==> config.mk <==
export PLATFORM = sky130hd
export DESIGN_NAME = dcache_line_wb
export DESIGN_NICKNAME = d
export VERILOG_FILES = /design/src/rtl/dcache_line_wb.sv
export SDC_FILE = /design/constraint.sdc
export NUM_CORES = 1
export LEC_CHECK = 0
export CAP_MARGIN = 15
export CORE_ASPECT_RATIO = 0.5
export CORE_MARGIN = 5
export CORE_UTILIZATION = 52
export DETAILED_ROUTE_END_ITERATION = 16
export HOLD_SLACK_MARGIN = 0.05
export PLACE_DENSITY = 0.86
export SLEW_MARGIN = 20
export SYNTH_ARGS = -nofsm -noshare
export SYNTH_HDL_FRONTEND = slang
export SYNTH_SLANG_ARGS = --single-unit
==> constraint.sdc <==
create_clock -name clk -period 3.1 [get_ports clk]
set_clock_uncertainty 0.2 [all_clocks]
set_input_delay 0.62 -clock clk [delete_from_list [all_inputs] [get_ports clk]]
set_output_delay 0.62 -clock clk [all_outputs]
set_load 0.005 [all_outputs]
==> src/rtl/dcache_line_wb.sv <==
// Writeback reader: pulls one cache line byte-wise from the dcache data RAM,
// packs bytes little-endian into 32-bit words and streams them over valid/ready.
module dcache_line_wb #(
   parameter int LINE_AW = 5,
   parameter int MEM_AW  = 32
) (
   input  logic              clk,
   input  logic              reset_n,
   input  logic              start,
   input  logic [MEM_AW-1:0] line_base,
   output logic              busy,
   output logic              done,
   output logic [LINE_AW-1:0] ram_raddr,
   input  logic [7:0]        ram_dataout,
   output logic [MEM_AW-1:0] mem_addr,
   output logic [31:0]       mem_wdata,
   output logic              mem_valid,
   input  logic              mem_ready
);

   localparam int WW = LINE_AW - 2;

   typedef enum logic [1:0] {IDLE, FETCH, WRITE} state_e;

   state_e                      state_q;
   logic [MEM_AW-LINE_AW-1:0]   base_q;
   logic [WW-1:0]               w_q;
   logic [2:0]                  c_q;
   logic [31:0]                 buf_q;
   logic [LINE_AW-1:0]          raddr_q;
   logic [MEM_AW-1:0]           addr_q;
   logic                        valid_q;
   logic                        done_q;

   logic [WW-1:0]               w_d;
   logic [1:0]                  lane;
   logic                        last_word;
   logic                        unused_base_lsbs;

   assign w_d       = w_q + 1'b1;
   assign last_word = (w_q == {WW{1'b1}});
   // c=1..3 land in lanes 0..2; c=4 wraps c[1:0] to 0, so minus one gives lane 3
   assign lane      = c_q[1:0] - 2'd1;
   assign unused_base_lsbs = ^line_base[LINE_AW-1:0];

   always_ff @(posedge clk or negedge reset_n) begin
      if (!reset_n) begin
         state_q <= IDLE;
         base_q  <= '0;
         w_q     <= '0;
         c_q     <= '0;
         buf_q   <= '0;
         raddr_q <= '0;
         addr_q  <= '0;
         valid_q <= 1'b0;
         done_q  <= 1'b0;
      end else begin
         done_q <= 1'b0;
         case (state_q)
            IDLE: begin
               raddr_q <= '0;
               if (start) begin
                  base_q  <= line_base[MEM_AW-1:LINE_AW];
                  w_q     <= '0;
                  c_q     <= '0;
                  state_q <= FETCH;
               end
            end
            FETCH: begin
               if (c_q != 3'd0) buf_q[{lane, 3'b000} +: 8] <= ram_dataout;
               c_q <= c_q + 3'd1;
               // address for the next cycle's byte; held once all four issued
               if (c_q < 3'd3) raddr_q <= {w_q, c_q[1:0] + 2'd1};
               if (c_q == 3'd4) begin
                  state_q <= WRITE;
                  valid_q <= 1'b1;
                  addr_q  <= {base_q, w_q, 2'b00};
               end
            end
            WRITE: begin
               if (mem_ready) begin
                  valid_q <= 1'b0;
                  w_q     <= w_d;
                  if (last_word) begin
                     state_q <= IDLE;
                     done_q  <= 1'b1;
                     raddr_q <= '0;
                  end else begin
                     c_q     <= '0;
                     raddr_q <= {w_d, 2'b00};
                     state_q <= FETCH;
                  end
               end
            end
            default: state_q <= IDLE;
         endcase
      end
   end

   assign busy      = (state_q != IDLE);
   assign done      = done_q;
   assign ram_raddr = raddr_q;
   assign mem_addr  = addr_q;
   assign mem_wdata = buf_q;
   assign mem_valid = valid_q;

endmodule

==> results.txt, run 1 <==
After detailed placement, the design holds a cell count of approximately 560. After the last flow step, the layout net total stands at 520. Synthesis produced between 300 and 400 cells. On the critical path, the stage with the largest delay is an instance of sky130_fd_sc_hd__clkdlybuf4s50_1.

The leakage power summed over all cells came out at around 0.0027 µW. The share of the yosys chip area belonging to registers is 0.5926. The internal power of the cells totals 3550 µW. The initial cell density of the core came out at 0.5412. The flow ran to the end, and the final reports show no timing, DRC or antenna violations. The fraction of final layout cells sized beyond drive strength 1 is 0.1756. The worst min-delay path class is in -> async.

The peak clock frequency supported by timing is 397.5 MHz. TritonCTS built the clock tree. The post-synthesis area per instance is around 12 µm². The area overhead of the layout relative to synthesis came out at 33.82%. In the synthesized netlist, the cells that appear most often are sky130_fd_sc_hd__dfrtp_1, sky130_fd_sc_hd__mux2_2, sky130_fd_sc_hd__nand2_1.

The data arrival time at the worst-slack endpoint came out at ~1700 ps. Of the total power, registers draw 0.429. The x dimension of the die came out at about 140 µm. The wire length per cell is between 15 and 20 µm. The number of H-tree levels is 3. The full die area is around 0.010 mm². The number of slew-limit violations in the final report came out at 0. The area share of the leading cell type in the synthesized netlist came out at 0.5926. Together, buffers and inverters on the worst path number 3. The total overflow reported by the global router came out at 0.

The number of violations reported at the end of detailed-routing iteration 0 came out at approximately 170. Across all setup checks in the final design, the least slack found is roughly 580 ps. The count of distinct cell types in the synthesized netlist is 34.

Row generation in the floorplan step produced 23 rows. The switching share of power came out at 0.2893. Using the TritonRoute via totals, the vias-per-cell ratio works out to about 5.2. The final HPWL from detailed placement came out at a little under 7000 µm.

The initial antenna violation count is 0. The largest driver fanout on the critical path is 6. The port buffer count is 108. In this run the vertical extent of the chip is 74.99 µm. The wire length of the first global-routing pass came out at 15240 µm.

The final hold violation count came out at 0. The clock insertion delay at the later pin of the skew report came out at 340 ps. The slew at the pin closest to its max-slew limit came out at 657.3 ps. The most used flip-flop cell after synthesis is sky130_fd_sc_hd__dfrtp_1. The remaining design rule violation count is 0. After clock tree synthesis, the clock-pin slew on the worst setup and hold paths is ~60 ps.

The met1 global-route usage came out at 0.2154. The final setup violation count came out at 0. CTS placed an instance of sky130_fd_sc_hd__clkbuf_16 at the clock tree root.

The proportion of power drawn by the clock network is 0.220. The number of setup buffers added after CTS is 0. The clock net in this run drives a total of between 100 and 150 sinks.

The via count of the first global-routing pass came to 3166. The net switching power of the design is ~1400 µW. Across all layers, the routed design uses 3026 vias.

For met3 alone, demand over resource in global routing was 0.04822. For this run, the total global-route usage over all layers was measured as 0.1844. The routed design has 9224 µm of wire. The post-synthesis instance area came out at 0.004392 mm². The global placement routability congestion came out at a little over 0.8.

The number of synthesis warnings is 0. The placed instances occupy a cell area of about 0.0056 mm². The worst setup path is launched from a flip-flop. Once detail routing completed, the nets flagged for antenna violations numbered 0. The setup path with the least slack is of type reg -> out. In the post-synthesis netlist, the cell with the most instances is sky130_fd_sc_hd__dfrtp_1.

The total non-filler cell area in the finished layout came out at roughly 0.0059 mm². In the finished design, the share of the clock period the worst path needs comes to 0.8116. The hold buffer count at cts came out at 0. Adding up every negative setup slack in the final design gives 0 ps.

Setup repair after global routing left no endpoint under its margin. The cell taking the most area after synthesis is sky130_fd_sc_hd__dfrtp_1. The critical path required time is ~2300 ps. The max capacitance violation total is 0. The TritonCTS buffer count is 9. The proportion of synthesized flip-flops having asynchronous set or reset came out at 1.000. Timing analysis after detailed placement gives a worst setup slack of roughly 680 ps. The deepest clock path buffer count came out at 2. The final standard cell count with taps included and fillers excluded is slightly below 600. Headroom to the max-slew limit came out at 0.5618. By instance count, the cell type seen most on the critical path is sky130_fd_sc_hd__inv_1.

The number of antenna diodes in the final layout is 0. The met2 usage is 0.3417. The clock period could shrink to roughly 2500 ps. The synthesized design contains 0 enable-type register cells. The areal power density over the cells came out at 850.0 mW/mm². Of the total power, combinational logic draws 0.351.

The critical path goes through inv_1 -> ha_1 -> inv_1 -> clkdlybuf4s50_1. The maximum ir drop on the vdd rail is 453.9 µV. The post-cts resize count is 0.

Ranked by total cell area, the synthesized netlist is headed by sky130_fd_sc_hd__dfrtp_1, sky130_fd_sc_hd__mux2_2, sky130_fd_sc_hd__nand2_1, sky130_fd_sc_hd__o31ai_1, sky130_fd_sc_hd__ha_1. In this run, synthesis produced a sequential element count of 104. For this design the top-level I/O count stands at roughly 120. The maximum number of pins on one net before global-route repair came out at 54.

The global routing stage identified its most utilized layer as met2. The length of the first detailed-routing pass in iterations came out at 4. The core region is 0.008115 mm². The worst stage delay on the critical path is just under 500 ps. The type of destination of the critical path is a primary output. The family with the most delay on the worst path is buffers and inverters.

The fill cell instance count of the final layout is ~600.
-- per-layer routing --
metal	vias up	wire length (µm)
li1	1447	-
met1	1480	3826
met2	89	4875
met3	10	444
met4	0	78
met5	-	0
-- worst paths after layout --
check	startpoint	end	slack, ps	depth (start not counted)
worst max-delay path	state_q[0]	busy	580	4
worst min-delay path	reset_n	mem_addr[18]	120	1
worst max register to register	c_q[0]	mem_wdata[12]	910	7
worst min register to register	mem_wdata[26]	mem_wdata[26]	270	2
max in group asynchronous	reset_n	mem_addr[27]	1910	2
min in group clk	mem_wdata[26]	mem_wdata[26]	270	2
-- sequential cells by signal (all words and copies together), names as in the netlist --
| register | cells |
|---|---|
| w_q | 3 |
| mem_addr | 30 |
| mem_valid | 1 |
| c_q | 3 |
| mem_wdata | 32 |
| done | 1 |
| base_q | 27 |
| state_q | 2 |
| ram_raddr | 5 |
-- worst reg2reg max path, stage by stage, from the launching register on --
cell and delay [ps]:
sky130_fd_sc_hd__dfrtp_1 470, sky130_fd_sc_hd__inv_1 220, sky130_fd_sc_hd__ha_1 250, sky130_fd_sc_hd__inv_1 90
sky130_fd_sc_hd__o211ai_1 400, sky130_fd_sc_hd__buf_2 310, sky130_fd_sc_hd__nand2_1 70, sky130_fd_sc_hd__o31ai_1 70
-- power by group through the flow --
stage	clock network, µW	logic, µW	registers (µW)
2_1_floorplan	0	833	2130
3_3_place_gp	0	1710	2140
3_5_place_dp	0	1780	2170
4_1_cts	1130	1780	2150
5_1_grt	1170	1920	2210
6_report	1100	1750	2140
-- cells in the final DEF, fill, tap and decap left out --
cell / netlist / layout
sky130_fd_sc_hd__a211oi_4: 1 / 1
sky130_fd_sc_hd__a21o_1: 2 / 2
sky130_fd_sc_hd__a21oi_1: 1 / 1
sky130_fd_sc_hd__a221oi_4: 1 / 1
sky130_fd_sc_hd__a22o_1: 4 / 4
sky130_fd_sc_hd__a31o_1: 1 / 1
sky130_fd_sc_hd__a32o_1: 1 / 1
sky130_fd_sc_hd__and2_1: 1 / 1
sky130_fd_sc_hd__and2b_2: 1 / 1
sky130_fd_sc_hd__and3_1: 2 / 2
sky130_fd_sc_hd__buf_12: 0 / 2
sky130_fd_sc_hd__buf_2: 10 / 1
sky130_fd_sc_hd__buf_4: 4 / 5
sky130_fd_sc_hd__bufinv_16: 0 / 1
sky130_fd_sc_hd__clkbuf_1: 3 / 2
sky130_fd_sc_hd__clkbuf_16: 0 / 9
sky130_fd_sc_hd__clkbuf_8: 0 / 1
sky130_fd_sc_hd__clkdlybuf4s50_1: 0 / 107
sky130_fd_sc_hd__clkinv_2: 0 / 1
sky130_fd_sc_hd__clkinvlp_4: 0 / 1
sky130_fd_sc_hd__conb_1: 1 / 2
sky130_fd_sc_hd__dfrtp_1: 104 / 104
sky130_fd_sc_hd__ha_1: 13 / 13
sky130_fd_sc_hd__inv_1: 16 / 16
sky130_fd_sc_hd__mux2_2: 54 / 54
sky130_fd_sc_hd__nand2_1: 52 / 52
sky130_fd_sc_hd__nand2_2: 1 / 1
sky130_fd_sc_hd__nand2b_1: 11 / 11
sky130_fd_sc_hd__nand3_1: 9 / 8
sky130_fd_sc_hd__nand3_2: 0 / 1
sky130_fd_sc_hd__nor2b_1: 2 / 2
sky130_fd_sc_hd__nor3b_1: 1 / 1
sky130_fd_sc_hd__o211ai_1: 2 / 2
sky130_fd_sc_hd__o211ai_2: 1 / 1
sky130_fd_sc_hd__o21ai_0: 26 / 26
sky130_fd_sc_hd__o22ai_1: 1 / 1
sky130_fd_sc_hd__o2bb2ai_1: 1 / 1
sky130_fd_sc_hd__o31ai_1: 24 / 24
sky130_fd_sc_hd__or2_2: 1 / 1
sky130_fd_sc_hd__or3_1: 1 / 1
-- per-stage QoR --
step                      hold slack (ps)  power (µW)  utilization
after floorplan                     124.4        2966            -
after global placement              263.0        3851       0.6879
after detailed placement            268.7        3944       0.6879
after CTS                           131.1        5062       0.7236
after global routing                174.5        5310       0.7242
final                               115.5        4995       0.7242
-- cell families (layout without fill, tap and decap cells) --
logic type	Yosys count	after routing	share of synthesized area
flops	104	104	0.5926
compound gates	66	66	0.1077
buf+inv	35	146	0.03789
simple gates	82	82	0.08547
other cells	1	2	0.0008539
fa+ha+maj	13	13	0.03704
mux	54	54	0.1385
-- cell type report --
cell class / instances / area, µm² / share of cell area
flip-flops and latches: 104 / 2603 / 0.4428
multi-input cells: 217 / 1632 / 0.2776
repair buffers: 115 / 1154 / 0.1963
clock buffers: 12 / 246.5 / 0.04194
well taps: 112 / 140.1 / 0.02384
inverters: 16 / 60.06 / 0.01022
clock inverters: 3 / 42.54 / 0.007239
Note: power is estimated with default switching activity, not from simulation.
==> run 2: changes to the inputs <==
- CORE_UTILIZATION: 52 -> 48
- PLACE_DENSITY: 0.86 -> 0.8
- clock period: 3.1 -> 2.6 ns (I/O delays scaled with it)
==> results.txt, run 2 (synthesis gave the netlist of run 1 again) <==
Run status: finished, final reports clean (unchanged). The average vias per placed instance came out at 5.039 (was 5.226). The critical path's slowest cell is sky130_fd_sc_hd__clkdlybuf4s50_1 (unchanged). The die span in y came out at 77.64 µm (was 74.99 µm).

The clock insertion delay at the later pin of the skew report is 340 ps (about the same). The post-route worst hold slack was 279.6 ps (was 115.5 ps). For this run, the top clock speed supported by timing is a little over 400 MHz. The most common cell after layout, fill and taps aside is sky130_fd_sc_hd__clkdlybuf4s50_1 (unchanged). The TritonCTS buffer count is 9 (unchanged).

The combinational cell fraction of total power came out at 0.336 (was 0.351). The total wirelength of the detailed-routed design came out at 9223 µm (was 9224 µm). Commonest cells after routing, fill and taps aside: sky130_fd_sc_hd__clkdlybuf4s50_1, sky130_fd_sc_hd__dfrtp_1, sky130_fd_sc_hd__mux2_2, sky130_fd_sc_hd__nand2_1, sky130_fd_sc_hd__o21ai_0 (unchanged). The areal power density over the cells came out at 1038 mW/mm² (was 850.0 mW/mm²). The net switching power of the design is 1736 µW (was 1445 µW). The number of H-tree levels is 3 (unchanged).

The via count came out at 2958 (was 3026). The area of the core came out at 0.008798 mm² (was 0.008115 mm²). The type of the worst setup path was reg -> out (unchanged).

The leakage power summed over all cells came out at 0.002697 µW (was 0.002653 µW). The total overflow reported by the global router came out at 0 (unchanged). Unrepaired setup endpoints after global routing: no (unchanged). The count of buffers added by post-CTS timing repair for setup is 0 (unchanged). The worst min-delay path class is reg -> reg (was in -> async). The maximum ir drop on the vdd rail is 546.7 µV (was 453.9 µV).

The post-cts resize count came out at 0 (unchanged). The residual antenna-violating net count after detailed routing is 0 (unchanged). The port buffer count came out at 108 (unchanged). The sum of negative setup slack came out at 0 ps (unchanged). The clock sink total is 104 (unchanged). The flip-flop count of the largest register, all copies and words added came out at 32 (unchanged).

The full die area is 0.01128 mm² (was 0.01050 mm²). The wire length per cell is 15.71 µm (was 15.93 µm). The area overhead of the layout relative to synthesis is 35.93% (was 33.82%). The number of diodes added for antenna fixing is 0 (unchanged). The maximum number of pins on one net before global-route repair is 44 (was 54). The final setup violation count is 0 (unchanged). The number of slew-limit violations in the final report came out at 0 (unchanged).

The length of the first detailed-routing pass in iterations came out at 4 (unchanged). The cell repeated most along the worst path was sky130_fd_sc_hd__inv_1 (unchanged). The switching share of power came to 0.2802 (was 0.2893). The total power draw came out at 6196 µW (was 4995 µW).

The largest driver fanout on the critical path came to 6 (unchanged). The number of violations reported at the end of detailed-routing iteration 0 came to 151 (was 174). The portion of total power attributed to sequential cells is 0.413 (was 0.429).

The critical path required time came out at 1880 ps (was 2280 ps). The initial antenna violation count is 0 (unchanged). The data arrival time at the worst-slack endpoint came out at 1690 ps (was 1700 ps). The number of top-level design ports came out at 116 (unchanged). The CTS tree is built (unchanged). The fraction of final layout cells sized beyond drive strength 1 was 0.1830 (was 0.1756). The clock-pin slew reported for the worst setup and hold paths after clock tree synthesis is 70 ps (was 60 ps). The clock tree root driver cell was sky130_fd_sc_hd__clkbuf_16 (unchanged).

The proportion of power drawn by the clock network is 0.251 (was 0.220). The global placement routability congestion was 0.7730 (was 0.8169). The max capacitance violation total is 0 (unchanged).

The wire length of the first global-routing pass is 15450 µm (was 15240 µm). The worst slew margin relative to its limit came out at 0.5934 (was 0.5618). The final hold violation count was 0 (unchanged).

The number of placement rows is 24 (was 23). Crit path cell chain: inv_1 -> ha_1 -> inv_1 -> clkdlybuf4s50_1 (unchanged). The minimum period implied by the final worst setup slack came out at ~2400 ps.

The x dimension of the die is 145.3 µm (was 140.0 µm). The type of destination of the critical path is a primary output (unchanged). The slew at the pin closest to its max-slew limit is 608.1 ps (was 657.3 ps). The total track usage was 0.1680 (was 0.1844). The final HPWL from detailed placement came out at 6736 µm (was 6846 µm). The critical path launch point type is a flip-flop (unchanged). The part of the cycle the worst path needs came out at 0.9286. The number of nets in the layout came out at 522 (was 520). The remaining design rule violation count came out at 0 (unchanged). The worst stage delay on the critical path was 490 ps (about the same). The via count of the first global-routing pass is 3159 (was 3166).

The internal power is 4460 µW (was 3550 µW). The initial cell density of the core is 0.4991 (was 0.5412). The deepest clock path buffer count is 2 (unchanged).
-- run 2: changes by cell type in the layout (fill, tap and decap cells not counted), sizes merged --
cell / delta
clkbuf: -1
dlygate4sd3: +1
buf: +1
bufinv: +2
-- run 2: repair_timing --
item	in CTS	in global routing
setup endpoints to repair	0	0
endpoints found under the hold margin	40	0
hold buffers	1	0
-- run 2: metrics by stage --
stage                     cells  setup WS (ps)  utilization  area, µm²
after floorplan             356          707.6            -       4395
after global placement      570          289.0       0.6369       5604
after detailed placement    570          266.7       0.6369       5604
after CTS                   587          167.1       0.6785       5969
after global routing        587          106.5       0.6785       5969
final                       587          185.7       0.6785       5969
-- run 2: critical path, delay by kind of cell (launching register included) --
kind	cells	cell delay (ps)
buffers and inverters	3	650
DFF	1	400
adders and majority gates	1	300
-- run 2: per-layer routing --
layer  global-route usage  vias up  routed length (µm)
li1                     -     1444                   -
met5                    0        -                   0
met1               0.2053     1444                4023
met4              0.04469        0                  78
met2               0.2955       65                4681
met3              0.04948        5                 440
-- run 2: worst paths after layout --
path	startpoint	end	slack, ps	cells after the start
worst min register to register	mem_wdata[21]	mem_wdata[21]	280	2
worst max-delay path	state_q[0]	busy	190	4
worst min-delay path	mem_wdata[21]	mem_wdata[21]	280	2
max in group asynchronous	reset_n	mem_wdata[6]	1090	3
worst max register to register	c_q[0]	mem_wdata[23]	430	4
min in group asynchronous	reset_n	base_q[9]	510	2
-- run 2: power by group through the flow --
stage	logic [µW]	clock network [µW]	registers [µW]
2_1_floorplan	993	0	2540
3_3_place_gp	2050	0	2550
3_5_place_dp	2110	0	2590
4_1_cts	2120	1600	2560
5_1_grt	2280	1660	2630
6_report	2080	1560	2560
-- run 2: cell type report --
type	count	area [µm²]
Clock buffer	11	252.7
Clock inverter	5	102.6
Fill cell	649	2829
Inverter	16	60.06
Multi-Input combinational cell	217	1632
Sequential cell	104	2603
Tap cell	117	146.4
Timing Repair Buffer	117	1174
